===== config.mk =====
export PLATFORM = sky130hd
export DESIGN_NAME = cory_queue_ctl
export DESIGN_NICKNAME = d
export VERILOG_FILES = /design/src/rtl/cory_queue_ctl.sv
export SDC_FILE = /design/constraint.sdc
export NUM_CORES = 1
export LEC_CHECK = 0
export CORE_UTILIZATION = 40
export DETAILED_ROUTE_END_ITERATION = 10
export GPL_TIMING_DRIVEN = 1
export PLACE_DENSITY = 0.67
export RECOVER_POWER = 25
export SLEW_MARGIN = 20
export SYNTH_ARGS = -nofsm -noshare
export SYNTH_HDL_FRONTEND = slang
export SYNTH_SLANG_ARGS = --single-unit

===== constraint.sdc =====
create_clock -name clk -period 2.3 [get_ports clk]
set_input_delay 0.23 -clock clk [delete_from_list [all_inputs] [get_ports clk]]
set_output_delay 0.23 -clock clk [all_outputs]
set_load 0.1 [all_outputs]

===== src/rtl/cory_queue_ctl.sv =====
`default_nettype none
// ============================================================================
// Module  : cory_queue_ctl
// Brief   : Valid/ready FIFO queue with occupancy count, almost-full/empty
//           flags, synchronous flush and optional empty-queue fall-through.
// Revision: 1.0 - initial release
// ============================================================================
module cory_queue_ctl #(
    parameter int N      = 8,
    parameter int Q      = 4,
    parameter int AF     = Q - 1,
    parameter int AE     = 1,
    parameter int BYPASS = 0,
    localparam int C     = $clog2(Q + 1)
) (
    input  logic         clk,
    input  logic         reset_n,
    input  logic         i_a_v,
    input  logic [N-1:0] i_a_d,
    output logic         o_a_r,
    output logic         o_z_v,
    output logic [N-1:0] o_z_d,
    input  logic         i_z_r,
    input  logic         i_flush,
    output logic [C-1:0] o_z_cnt,
    output logic         o_a_afull,
    output logic         o_z_aempty
);

    localparam int           c_PTR_W = $clog2(Q);
    localparam logic [C-1:0] c_Q     = C'(Q);
    localparam logic [C-1:0] c_AF    = C'(AF);
    localparam logic [C-1:0] c_AE    = C'(AE);
    localparam logic [c_PTR_W-1:0] c_LAST = c_PTR_W'(Q - 1);
    localparam bit           c_BYP   = (BYPASS != 0);

    logic [N-1:0]       r_mem [Q];
    logic [C-1:0]       r_cnt;
    logic [c_PTR_W-1:0] r_wptr;
    logic [c_PTR_W-1:0] r_rptr;

    logic w_empty;
    logic w_full;
    logic w_push;
    logic w_pop;
    logic w_thru;
    logic w_wr;
    logic w_rd;

    assign w_empty = (r_cnt == '0);
    assign w_full  = (r_cnt == c_Q);

    // Ready looks only at stored occupancy, so a full queue refuses a push
    // even in a cycle where it is also being drained.
    assign o_a_r = !w_full && !i_flush;
    assign o_z_v = (!w_empty || (c_BYP && i_a_v)) && !i_flush;
    assign o_z_d = (c_BYP && w_empty) ? i_a_d : r_mem[r_rptr];

    assign w_push = i_a_v && o_a_r;
    assign w_pop  = o_z_v && i_z_r;

    // A word handed straight through an empty queue never touches storage.
    assign w_thru = c_BYP && w_empty && w_push && w_pop;
    assign w_wr   = w_push && !w_thru;
    assign w_rd   = w_pop && !w_thru;

    always_ff @(posedge clk or negedge reset_n) begin
        if (!reset_n) begin
            r_cnt  <= '0;
            r_wptr <= '0;
            r_rptr <= '0;
        end else if (i_flush) begin
            r_cnt  <= '0;
            r_wptr <= '0;
            r_rptr <= '0;
        end else begin
            if (w_wr) begin
                r_wptr <= (r_wptr == c_LAST) ? '0 : r_wptr + c_PTR_W'(1);
            end
            if (w_rd) begin
                r_rptr <= (r_rptr == c_LAST) ? '0 : r_rptr + c_PTR_W'(1);
            end
            if (w_wr && !w_rd) begin
                r_cnt <= r_cnt + C'(1);
            end else if (w_rd && !w_wr) begin
                r_cnt <= r_cnt - C'(1);
            end
        end
    end

    // Storage has no reset: flush and reset only move the pointers.
    always_ff @(posedge clk) begin
        if (w_wr) begin
            r_mem[r_wptr] <= i_a_d;
        end
    end

    assign o_z_cnt    = r_cnt;
    assign o_a_afull  = (r_cnt >= c_AF);
    assign o_z_aempty = (r_cnt <= c_AE);

endmodule
`default_nettype wire


[Yosys cells after proc, flatten, opt, wreduce, memory -nomap -nowiden]
Memories as Yosys holds them, arrays and structs flattened.
Cells that the tools add are included.
Operators by class
  $add $sub $neg: 4
  reductions and logical operators: 15
  magnitude comparators: 2
  equality and inequality tests: 3
  multiplexer cells: 11
Operator list (count)
  $mux 2: 6
  $mux 3: 3
  $logic_and 1x1->1: 6
  $logic_not 1->1: 5
  $add 2x1->2 const B: 2
  $eq 2x2->1 const B: 2
  $reduce_bool 2->1: 2
  $add 3x1->3 const B: 1
  $eq 3x3->1 const B: 1
  $ge 3x2->1 const B: 1
  $le 3x1->1 const B: 1
  $logic_not 3->1: 1
  $reduce_bool 3->1: 1
  $sub 3x1->3 const B: 1
  $mux 1: 2
Word-level totals
  logic and storage cells: 39
  bits in writable memories: 32
  memories: 1
  register bits: 7
Memory list
  r_mem: depth 4, bits a word 8, rd ports 1, clocked after memory_dff 0, write ports 1, line 37  | logic [N-1:0] r_mem [Q];

[Logic depth before layout (Yosys ltp)]
Gate-level depths: netlist of the first run.
  word-level depth: 9
  depth in mapped cells: 7
  depth with buffers taken out: 6

[Worst setup path before layout of the first run]
OpenSTA, ideal clock, no wires.
  path kind: reg-to-output
  start: register r_cnt[0], in the netlist o_z_cnt[0]
  end: output o_a_afull
  stages on the path, launching flop included: 3
  arrival: 3.410 ns
  slack: -1.340 ns
  path buffers: 0
  data required time: 2.070 ns
  cell sequence: dfrtp_1 inv_1 o21ai_0
Between the ends
  cells in the longest elaborated chain, start to end: 1
RTL lines
  from (decl): line 38  | logic [C-1:0] r_cnt;
  from (signal assigned): line 84  | r_cnt <= r_cnt + C'(1);
  from (signal assigned): line 86  | r_cnt <= r_cnt - C'(1);
  $ge 3x2->1: line 99  | assign o_a_afull = (r_cnt >= c_AF);
  to (decl): line 26  | output logic o_a_afull,
No other way between the ends.

[Worst setup path after layout of the first run]
  start: register r_rptr[0]
  end: output o_z_d[5]
Between the ends
  cells in the longest elaborated chain, start to end: 1
RTL lines
  from (decl): line 40  | logic [c_PTR_W-1:0] r_rptr;
  from (signal assigned): line 81  | r_rptr <= (r_rptr == c_LAST) ? '0 : r_rptr + c_PTR_W'(1);
  $mem_v2 4x8
  to (decl): line 22  | output logic [N-1:0] o_z_d,
No other way between the ends.

==> reports/results.tsv, run 1 <==
stage	metric	value	unit
drt	remaining_drc_errors	0	
clock_tree	clock-sinks	39	
floorplan	rows	23	
timing	hold_viol	0	
clock_tree	clkLatencyLatePin	0.28	ns
timing	finalSetupViolCount	0	
floorplan	die_w	68.0	um
yosys	synth_cell_type_count	27	
cells_and_area	final_nets	162	
global_routing	grt_overflow_total	0	
cells_and_area	instances_no_fill	190	
global_routing	grt_pass1_vias	1012	
power_and_ir_drop	p_leak	0.000831	uW
cells_and_area	layout_commonest_cell	edfxtp_1	
floorplan	die_h	68.0	um
critical_path	crit_path_start	r_rptr[0]	
critical_path	worst-setup-path-type	reg2out	
yosys	synth-seq-cells	39	
critical_path	worstPathRequired	2.07	ns
drt	drtPass1Iterations	4	
clock_tree	clk_transition_reported_paths	0.07	ns
cells_and_area	diodes	0	
cells_and_area	drive_above_1_share	0.293	
critical_path	cp.arrival	1.82	ns
critical_path	reg2regPathDepth	6	
run_status	run_status	completed	
yosys	avgSynthCellArea	16.1	um2
critical_path	startpoint_type	flip-flop	
yosys	ys_seq_area_frac	0.653	
timing	fin_crit	2.05	ns
power_and_ir_drop	power.density	1340	nW/um2
floorplan	die_area	4620	um2
global_routing	grt_pass1_wl	4820	um
clock_tree	cts_resized	0	
timing	fin_crit_sh	0.892	
timing	rsz0062_at_grt	false	
drt	wl_per_cell	16.2	um
drt	ant_nets	0	
yosys	yosysTopAreaCellShare	0.552	
yosys	postSynthCellCount	108	
yosys	synthFlopType	edfxtp_1	
floorplan	core_area	4090	um2
job	maxCapViolations	0	
critical_path	r2r_start	o_z_cnt[0]	
yosys	async_flop_share	0.179	
clock_tree	root_buffer	clkbuf_8	
clock_tree	ctsHoldBuffers	0	
global_routing	grt_max_degree	13	
global_routing	grt_antenna_before_repair	0	
power_and_ir_drop	ir_worst_vdd	0.000908	V
critical_path	cp_max_fo	11	
timing	relSlewSlack	0.606	
yosys	netlist_area	1740	um2
drt	drtIter0Drc	47	
yosys	synth_top_area_cell	edfxtp_1	
timing	final_max_slew_viol_count	0	
cells_and_area	multi_input_area	586	um2
clock_tree	tritoncts	yes	
placed_design	gp_congestion	0.819	
placed_design	place_hpwl	2260	um
yosys	yosys-top-cells-area	edfxtp_1 (55%), mux4_2 (10%), dfrtp_1 (10%)	
placed_design	port_buffers	27	
timing	tightest_slew	0.592	ns
timing	finClkSkew	0.00501	ns
yosys	yosysWarnings	0	
drt	drt-total-wl	3090	um
yosys	synth_edf_count	32	
timing	setup_tns	0	ns
cells_and_area	regArea	1140	um2
drt	num_vias	991	
clock_tree	h-tree-depth	2	
placed_design	place_inst	182	
cells_and_area	final_cell_mix	edfxtp_1 (32), ha_1 (10), buf_12 (10)	
timing	fmax	488	MHz
critical_path	worstSetupEndpointType	primary output	
yosys	synth_nets	131	
floorplan	start_util	0.426	
global_routing	grt_use_total	0.152	
cells_and_area	fillerInstances	336	
clock_tree	postCtsSetupBuffers	0	
critical_path	rrSetupSlack	0.40	ns
drt	via_per_inst	5.22	
critical_path	cp-endpoint	o_z_d[5]	
critical_path	r2r_end	o_z_cnt[0]	
cells_and_area	area_growth	29.6	%
floorplan	io_pins	28	
clock_tree	cts_buffer_depth	2	
clock_tree	cts_made_buffers	5	
hold_path	min_path_type	in2async	
-- power by group --
| part | leakage (uW) | internal (uW) | total, uW | switching [uW] |
|---|---|---|---|---|
| clock | 0.0000412 | 212 | 443 | 231 |
| sequential | 0.000380 | 843 | 934 | 90.0 |
| combinational | 0.000410 | 538 | 1660 | 1120 |
| total | 0.000831 | 1590 | 3030 | 1440 |
-- metrics by stage --
stage / hold slack, ns / utilization / power (uW) / setup WS, ns / instance area [um2]
floorplan: -0.0656 / - / 2170 / 0.112 / 1770
global placement: 0.512 / 0.531 / 2590 / 0.467 / 2170
detailed placement: 0.521 / 0.531 / 2620 / 0.433 / 2170
CTS: 0.209 / 0.552 / 3060 / 0.189 / 2260
global route: 0.300 / 0.552 / 3170 / 0.129 / 2260
finish: 0.275 / 0.552 / 3030 / 0.249 / 2260
-- metal layers --
layer	wire, um	global-route usage	up-vias
li1	-	-	469
met1	1270	0.179	485
met3	185	0.0467	4
met5	0	0	-
met4	29	0.0677	0
met2	1600	0.251	33
-- state kept, by name, indices dropped and copies added, names as in the netlist --
register  cells
r_mem        32
r_wptr        2
o_z_cnt       3
r_rptr        2
-- worst min-delay path by stage --
stage,to,slack [ns],cells after the start
3_5_place_dp,r_wptr[1],0.52,1
5_1_grt,r_rptr[0],0.30,1
6_report,r_wptr[1],0.27,1
3_3_place_gp,r_wptr[0],0.51,1
4_1_cts,r_rptr[1],0.21,1
2_1_floorplan,o_z_cnt[0],-0.07,0
-- kinds of logic (layout without fill, tap and decap cells) --
group / count (synthesis) / count (layout) / share of synthesized area
XOR/XNOR: 2 / 2 / 0.0144
AND/OR/NAND/NOR: 26 / 26 / 0.0762
multiplexers: 9 / 9 / 0.112
AO/OA/AOI/OAI: 13 / 13 / 0.0474
adder cells (fa/ha/maj): 10 / 10 / 0.0719
flip-flops: 39 / 39 / 0.653
buffers and inverters: 9 / 41 / 0.0252
-- cell type report --
cell class                 instances  share of cell area
clock buffer                       6              0.0322
clock inverter                     2             0.00555
inverter                           5             0.00832
multi-input combinational         60               0.260
sequential                        39               0.505
tap                               50              0.0277
timing repair buffer              28               0.162
-- worst max-delay path: stages (launching register included) --
cell and delay [ns]:
dfrtp_1 0.72, mux4_2 0.62, buf_12 0.19
-- synth_stat cells (2+ instances only) --
library cell,instances
edfxtp_1,32
and3_1,4
or3_1,3
dfrtp_1,7
o31ai_1,2
inv_1,5
nand2b_1,2
a211oi_1,2
ha_1,10
nand2_1,8
nor2_1,4
mux4_2,8
o21ai_0,3
buf_2,2
a21oi_1,4
Power figures use the tool's default switching activity.
==> run 2: changes to the inputs <==
Settings changed: CTS_CLUSTER_DIAMETER set to 30.
==> results of run 2 <==
Same layout as run 1: the final DEF is identical, and so are final timing and power.
==> run 3: changes to the inputs <==
Settings changed: CTS_CLUSTER_DIAMETER 30 to 60.
==> results of run 3 <==
Same layout as run 1: the final DEF is identical, and so are final timing and power.
